File: src/rtl/sel_debounce_toggle.sv
// sel_debounce_toggle
//
// Push-button front end for the 2:1 selector. The raw button is normalized to
// active-high and passed through a two-flop synchronizer. A four-state FSM
// with a cycle counter debounces the synchronized level. Accepted presses and
// releases produce one-cycle pulses. Each accepted press toggles the
// registered select output.
//
// Parameters:
//   DEBOUNCE_CYCLES  cycles a new synchronized level must hold (>= 2)
//   CNT_WIDTH        counter width, 2**CNT_WIDTH > DEBOUNCE_CYCLES
//   BTN_ACTIVE_LOW   1: btn_in = 0 means pressed
//   SEL_INIT         value of sel after reset
//
// Ports:
//   clk            single clock for all logic
//   rst            asynchronous active-high reset
//   btn_in         raw, asynchronous, bouncing button
//   sel            registered select, drives selector sel0
//   btn_level      debounced button state, 1 = pressed
//   press_pulse    one-cycle pulse when a press is accepted
//   release_pulse  one-cycle pulse when a release is accepted
module sel_debounce_toggle #(
  parameter int DEBOUNCE_CYCLES = 240000,
  parameter int CNT_WIDTH       = 18,
  parameter bit BTN_ACTIVE_LOW  = 1'b1,
  parameter bit SEL_INIT        = 1'b0
) (
  input  logic clk,
  input  logic rst,
  input  logic btn_in,
  output logic sel,
  output logic btn_level,
  output logic press_pulse,
  output logic release_pulse
);

  typedef enum logic [1:0] {
    IDLE         = 2'd0,
    PRESS_WAIT   = 2'd1,
    PRESSED      = 2'd2,
    RELEASE_WAIT = 2'd3
  } state_t;

  localparam logic [CNT_WIDTH-1:0] CNT_LAST = CNT_WIDTH'(DEBOUNCE_CYCLES - 1);
  localparam logic [CNT_WIDTH-1:0] CNT_ONE  = CNT_WIDTH'(1);

  logic                 btn_active;
  logic                 s1_reg;
  logic                 s2_reg;
  state_t               state_reg, state_next;
  logic [CNT_WIDTH-1:0] cnt_reg, cnt_next;
  logic                 sel_reg, sel_next;
  logic                 level_reg, level_next;
  logic                 press_reg, press_next;
  logic                 release_reg, release_next;

  // Normalize polarity so that 1 always means "pressed" downstream.
  assign btn_active = btn_in ^ BTN_ACTIVE_LOW;

  // Two-flop synchronizer; only s2_reg feeds the FSM.
  always_ff @(posedge clk or posedge rst) begin
    if (rst) begin
      s1_reg <= 1'b0;
      s2_reg <= 1'b0;
    end else begin
      s1_reg <= btn_active;
      s2_reg <= s1_reg;
    end
  end

  // State, counter and all outputs are registered together so that the
  // pulses, level and toggled select appear in the same cycle.
  always_ff @(posedge clk or posedge rst) begin
    if (rst) begin
      state_reg   <= IDLE;
      cnt_reg     <= '0;
      sel_reg     <= SEL_INIT;
      level_reg   <= 1'b0;
      press_reg   <= 1'b0;
      release_reg <= 1'b0;
    end else begin
      state_reg   <= state_next;
      cnt_reg     <= cnt_next;
      sel_reg     <= sel_next;
      level_reg   <= level_next;
      press_reg   <= press_next;
      release_reg <= release_next;
    end
  end

  always_comb begin
    state_next   = state_reg;
    cnt_next     = cnt_reg;
    sel_next     = sel_reg;
    level_next   = level_reg;
    press_next   = 1'b0;
    release_next = 1'b0;

    unique case (state_reg)
      IDLE: begin
        if (s2_reg) begin
          // The entering sample already counts as the first held cycle.
          state_next = PRESS_WAIT;
          cnt_next   = CNT_ONE;
        end
      end

      PRESS_WAIT: begin
        if (!s2_reg) begin
          state_next = IDLE;
          cnt_next   = '0;
        end else if (cnt_reg == CNT_LAST) begin
          // DEBOUNCE_CYCLES consecutive active samples: accept the press.
          state_next = PRESSED;
          cnt_next   = '0;
          press_next = 1'b1;
          level_next = 1'b1;
          sel_next   = ~sel_reg;
        end else begin
          cnt_next = cnt_reg + CNT_ONE;
        end
      end

      PRESSED: begin
        if (!s2_reg) begin
          state_next = RELEASE_WAIT;
          cnt_next   = CNT_ONE;
        end
      end

      RELEASE_WAIT: begin
        if (s2_reg) begin
          state_next = PRESSED;
          cnt_next   = '0;
        end else if (cnt_reg == CNT_LAST) begin
          // Releases never touch sel.
          state_next   = IDLE;
          cnt_next     = '0;
          release_next = 1'b1;
          level_next   = 1'b0;
        end else begin
          cnt_next = cnt_reg + CNT_ONE;
        end
      end

      default: begin
        state_next = IDLE;
        cnt_next   = '0;
      end
    endcase
  end

  assign sel           = sel_reg;
  assign btn_level     = level_reg;
  assign press_pulse   = press_reg;
  assign release_pulse = release_reg;

endmodule

File: config.mk
export PLATFORM = sky130hd
export DESIGN_NAME = sel_debounce_toggle
export DESIGN_NICKNAME = d
export VERILOG_FILES = /design/src/rtl/sel_debounce_toggle.sv
export SDC_FILE = /design/constraint.sdc
export NUM_CORES = 1
export LEC_CHECK = 0
export ABC_AREA = 1
export CAP_MARGIN = 10
export CORE_MARGIN = 10
export CORE_UTILIZATION = 55
export CTS_CLUSTER_DIAMETER = 100
export DETAILED_ROUTE_END_ITERATION = 16
export PLACE_DENSITY = 0.73
export REMOVE_ABC_BUFFERS = 1
export SYNTH_ARGS = -nofsm -noshare
export SYNTH_HDL_FRONTEND = slang
export SYNTH_SLANG_ARGS = --single-unit
File: constraint.sdc
create_clock -name clk -period 3.7 [get_ports clk]
set_input_delay 0.74 -clock clk [delete_from_list [all_inputs] [get_ports clk]]
set_output_delay 0.74 -clock clk [all_outputs]
set_load 0.05 [all_outputs]
==> results.sh, run 1 <==
export IMPL_ys_flop_type="dfrtp_1"
export IMPL_syn_area_per_cell_um2=7.35
export IMPL_fill_cells=221
export IMPL_p_clk_share_pct=26.2
export IMPL_drtAntennaViolNets=0
export IMPL_clk_insertion_delay_late_ns=0.32
export IMPL_status="completed"
export IMPL_die_h_um=72.3
export IMPL_synth_most_common_cell="nand2_1"
export IMPL_n_antenna_cell=0
export IMPL_final_max_slew_viol_count=0
export IMPL_cts_inserted_buffers=3
export IMPL_leakagePower_nw=0.704
export IMPL_cap_viol_max_count=0
export IMPL_grt_pass1_vias=1288
export IMPL_yosys_top_cells_count="nand2_1 (62), dfrtp_1 (26), nor2_1 (25)"
export IMPL_timing_worst_setup_path_type="reg -> out"
export IMPL_slowest_delay_ns=0.81
export IMPL_post_drt_wl_per_cell_um=12.3
export IMPL_fin_crit_sh_pct=61.1
export IMPL_period_needed_ns=2.26
export IMPL_crit_fanout=3
export IMPL_final_hold_viol_count=0
export IMPL_power_switching_w=0.000105
export IMPL_cp_required_ns=2.96
export IMPL_skew_ns=0.00399
export IMPL_top_usage_layer="met2"
export IMPL_synth_cell_types=22
export IMPL_cts_resized_gates=0
export IMPL_finalWeightedCongestion=0.897
export IMPL_io_pins=7
export IMPL_largest_reg_flops=18
export IMPL_crit_arrival_ns=1.52
export IMPL_cts_hold_buf=0
export IMPL_total_power_w=0.000442
export IMPL_multi_input_area_um2=749
export IMPL_setup_violations=0
export IMPL_ys_seq_elements=26
export IMPL_endpoint_kind="output port"
export IMPL_post_cts_buffers=0
export IMPL_wirelength_um=2980
export IMPL_grt_met3_usage_pct=2.04
export IMPL_cp_slowest_cell="clkdlybuf4s50_1"
export IMPL_clkSinkCount=26
export IMPL_grt_max_degree=27
export IMPL_async_flop_share_pct=100
export IMPL_grt_overflow_total=0
export IMPL_ir_drop_v=0.000240
export IMPL_synth_cells=205
export IMPL_synth_area_um2=1510
export IMPL_cts_root_buf="clkbuf_4"
export IMPL_yosys_area_top_type_share_pct=43.2
export IMPL_path_clk_slew_ns=0.13
export IMPL_combinationalPowerShare_pct=7.1
export IMPL_grt_pass1_wl_um=5430
export IMPL_rsz0062_at_grt="false"
export IMPL_nets=219
export IMPL_intPower_w=0.000337
export IMPL_synth_edf_count=0
export IMPL_swShare_pct=23.7
export IMPL_die_width_um=72.3
export IMPL_cts_tree="done"
export IMPL_crit_chain="clkdlybuf4s50_1"
export IMPL_grt_use_met1_pct=14.9
export IMPL_critPathTopFamily="buffers and inverters"
export IMPL_drc=0
export IMPL_use_met2_pct=21.8
export IMPL_seq_area_um2=651
export IMPL_seqPwrFrac_pct=66.7
export IMPL_dieArea_um2=5230
export IMPL_vias=1285
export IMPL_yosysWarnings=0
export IMPL_p_per_area_nw_per_um2=272
export IMPL_post_drt_via_cell_ratio=5.29
export IMPL_min_path_type="reg -> reg"
export IMPL_path_buf_inv=1
export IMPL_tns_ns=0
export IMPL_ys_seq_area_share_pct=43.2
export IMPL_rrSetupSlack_ns=2.12
export IMPL_grt_usage_pct=12.3
export IMPL_critPathLaunchType="register"
export IMPL_dr_pass1_iters=4
export IMPL_syn2layout_area_growth_pct=7.64
export IMPL_synth_area_leader_cell="dfrtp_1"
export IMPL_slew_headroom_pct=35.8
export IMPL_core_um2=2540
export IMPL_htree_levels=1
export IMPL_drt_iter0_markers=69
export IMPL_num_rows=18
export IMPL_drive_gt1_share_pct=10.3
export IMPL_initial_utilization_pct=59.2
export IMPL_cts_buffer_depth=2
export IMPL_synthTopCellsByArea="dfrtp_1 (43%), nand2_1 (15%), nor2_1 (6.2%), inv_1 (6.0%), nand3_1 (5.0%)"
export IMPL_fmax_ghz=0.442
export IMPL_antenna_found_initial=0
export IMPL_portBuffers=6
export IMPL_worst_slew_pin_slew_ns=0.962
export IMPL_hpwl_um=2360
## cell usage in the layout, fill, tap and decap left out
master,n
ha_1,1
clkdlybuf4s50_1,6
a21oi_1,1
nor2_2,5
nand2_4,1
xor2_1,6
o22ai_1,6
inv_1,24
nand4_1,5
clkbuf_4,3
nand3_1,15
nor2_1,25
nand3_2,2
o21ai_1,2
nand2_1,62
nor2_4,4
xnor2_1,1
inv_2,3
nand2_2,4
dfrtp_1,26
o21bai_1,1
o21ai_0,7
nor3_1,3
## kinds of logic (layout without fill, tap and decap cells)
kind of cell               Yosys count  after routing  synth area share [%]
xor gates and xnor gates             7              7                  4.07
buffers and inverters               28             36                  7.06
DFF                                 26             26                  43.2
and+or+nand+nor                    126            126                  38.5
adders and majority gates            1              1                 0.830
AOI/OAI and AO/OA                   17             17                  6.31
## power by group through the flow
stage	sequential [W]	clock [W]	combinational [W]
global route	0.000296	0.000127	0.0000358
CTS	0.000295	0.000122	0.0000319
detailed placement	0.000300	0	0.0000319
global placement	0.000300	0	0.0000312
floorplan	0.000299	0	0.0000236
finish	0.000295	0.000116	0.0000312
## path summary, 6_finish.rpt
kind | start | end | depth (start not counted)
worst max-delay path | sel$_DFFE_PP0P_ | sel | 1
max in group asynchronous | rst | cnt_reg[4]$_DFFE_PP0P_ | 2
min in group asynchronous | rst | cnt_reg[2]$_DFFE_PP0P_ | 2
worst min-delay path | s1_reg$_DFF_PP0_ | s2_reg$_DFF_PP0_ | 0
worst min register to register | s1_reg$_DFF_PP0_ | s2_reg$_DFF_PP0_ | 0
worst max register to register | cnt_reg[0]$_DFFE_PP0P_ | cnt_reg[16]$_DFFE_PP0P_ | 8
## stage by stage
stage	area (um2)	instances	hold WS, ns	worst slack, ns	util [%]
2_1_floorplan	1500	204	0.331	2.31	-
3_3_place_gp	1600	240	0.342	1.77	62.8
3_5_place_dp	1600	240	0.343	1.74	62.8
4_1_cts	1620	243	0.383	1.42	63.7
5_1_grt	1620	243	0.389	1.38	63.7
6_report	1620	243	0.376	1.44	63.7
## per-layer routing
| metal | vias up | share of wire, % |
|---|---|---|
| met5 | - | 0 |
| met1 | 603 | 48 |
| met2 | 10 | 49 |
| met3 | 3 | 2.4 |
| met4 | 0 | 0.81 |
| li1 | 669 | - |
## area by class of cell
type / count / share of cell area (%)
clock buffers: 3 / 1.39
inverters: 27 / 6.25
multi-input cells: 151 / 46.2
flip-flops and latches: 26 / 40.1
well taps: 30 / 2.31
repair buffers: 6 / 3.70
Note: power is estimated with default switching activity, not from simulation.
==> run 2, diff against run 1 <==
Clock period 3.7 ns to 2.25 ns, I/O delays scaled along.
==> run 2 against run 1 <==
Effect of this change: worst setup slack got worse by 1.2 ns; die area did not move; largest power group unchanged; utilization rose by 1.5 points; critical path depth did not move; sequential cell count did not move; cell area rose by 2.3%; clock skew fell by 0.0010 ns; via count rose by 0.31%; combinational power rose by 70%; clock power rose to 2.8 times the previous value.
==> results.sh, run 2 (synthesis results as in run 1) <==
export IMPL_dr_pass1_iters=4
export IMPL_cts_root_buf="clkbuf_4"
export IMPL_period_needed_ns=2.00
export IMPL_fmax_ghz=0.499
export IMPL_layout_common_cells="nand2_1 (62), dfrtp_1 (26), nor2_1 (25), inv_1 (24), nand3_1 (15)"
export IMPL_cts_tree="done"
export IMPL_portBuffers=6
export IMPL_nets=220
export IMPL_drc=0
export IMPL_syn2layout_area_growth_pct=10.1
export IMPL_dp_cells=241
export IMPL_grt_max_degree=27
export IMPL_p_per_area_nw_per_um2=521
export IMPL_cts_hold_buf=0
export IMPL_place_ws_ns=0.619
export IMPL_status="completed"
export IMPL_die_h_um=72.3
export IMPL_wirelength_um=3090
export IMPL_n_antenna_cell=0
export IMPL_post_drt_wl_per_cell_um=12.6
export IMPL_post_drt_via_cell_ratio=5.26
export IMPL_fill_cells=215
export IMPL_cts_resized_gates=0
export IMPL_path_buf_inv=1
export IMPL_timing_worst_setup_path_type="reg -> out"
export IMPL_fin_ws_ns=0.248
export IMPL_grt_pass1_vias=1273
export IMPL_drive_gt1_share_pct=11.2
export IMPL_fin_crit_sh_pct=89.0
export IMPL_path_clk_slew_ns=0.14
export IMPL_die_width_um=72.3
export IMPL_grt_overflow_total=0
export IMPL_clkSinkCount=26
export IMPL_cap_viol_max_count=0
export IMPL_critPathLaunchType="register"
export IMPL_critPathLaunch="sel$_DFFE_PP0P_"
export IMPL_dieArea_um2=5230
export IMPL_leakagePower_nw=0.723
export IMPL_htree_levels=1
export IMPL_skew_ns=0.00299
export IMPL_slowest_delay_ns=0.82
export IMPL_post_cts_buffers=0
export IMPL_core_um2=2540
export IMPL_final_hold_viol_count=0
export IMPL_timing_rr_start="cnt_reg[0]$_DFFE_PP0P_"
export IMPL_grt_usage_pct=12.5
export IMPL_setup_violations=0
export IMPL_crit_arrival_ns=1.55
export IMPL_cts_inserted_buffers=3
export IMPL_initial_utilization_pct=59.2
export IMPL_total_power_w=0.000864
export IMPL_min_path_type="reg -> reg"
export IMPL_cp_required_ns=1.80
export IMPL_cts_buffer_depth=2
export IMPL_slew_headroom_pct=65.6
export IMPL_cp_slowest_cell="clkdlybuf4s50_1"
export IMPL_final_cells=245
export IMPL_drt_iter0_markers=71
export IMPL_drtAntennaViolNets=0
export IMPL_largest_reg_flops=18
export IMPL_grt_pass1_wl_um=5460
export IMPL_crit_chain="clkdlybuf4s50_1"
export IMPL_crit_fanout=3
export IMPL_critPathTopFamily="buffers and inverters"
export IMPL_ir_drop_v=0.000450
export IMPL_num_rows=18
export IMPL_worst_slew_pin_slew_ns=0.515
export IMPL_final_max_slew_viol_count=0
export IMPL_clk_insertion_delay_late_ns=0.33
export IMPL_io_pins=7
export IMPL_rrSetupSlack_ns=0.70
export IMPL_antenna_found_initial=0
export IMPL_rsz0062_at_grt="false"
export IMPL_endpoint_kind="output port"
export IMPL_hpwl_um=2360
export IMPL_final_common_cell="nand2_1"
export IMPL_tns_ns=0
export IMPL_vias=1289
export IMPL_worstHoldStart="s1_reg$_DFF_PP0_"
export IMPL_finalWeightedCongestion=0.894
run 2: cell types whose count changed in the layout (fill, tap and decap cells not counted), sizes merged:
cell and delta:
buf +1, bufinv +1
run 2: cell type report:
cell class,count,area (um2),area share [%]
well taps,30,37.5,2.26
clock inverters,1,30.0,1.81
flip-flops and latches,26,651,39.2
multi-input cells,151,749,45.2
repair buffers,7,67.6,4.07
clock buffers,3,22.5,1.36
inverters,27,101,6.11
run 2: routing by layer:
metal	GRT usage [%]	routed length, um
met2	22.7	1590
met1	14.4	1380
met3	2.04	96
met5	0	0
met4	4.30	22
run 2: report_power, final:
part	switching [W]	internal (W)	leakage, nW	total (W)
Sequential	0.00000911	0.000476	0.354	0.000485
Combinational	0.0000357	0.0000173	0.341	0.0000531
Clock	0.000146	0.000180	0.0279	0.000326
Total	0.000191	0.000673	0.723	0.000864
run 2: metrics by stage:
step                instance area, um2  hold WS (ns)  util [%]
floorplan                         1500         0.331         -
global placement                  1610         0.345      63.1
detailed placement                1610         0.340      63.1
CTS                               1660         0.373      65.2
global route                      1660         0.379      65.2
finish                            1660         0.371      65.2
run 2: worst paths after layout:
path | to | depth (start not counted)
setup / recovery | sel | 1
hold / removal | s2_reg$_DFF_PP0_ | 0
setup reg to reg | cnt_reg[16]$_DFFE_PP0P_ | 8
hold reg to reg | s2_reg$_DFF_PP0_ | 0
max in group asynchronous | cnt_reg[9]$_DFFE_PP0P_ | 3
min in group asynchronous | cnt_reg[2]$_DFFE_PP0P_ | 3
==> run 3, diff against run 2 <==
Settings changed: SKIP_LAST_GASP set to 1.
==> results of run 3 <==
No change in the layout: final DEF, timing and power equal those of run 2.
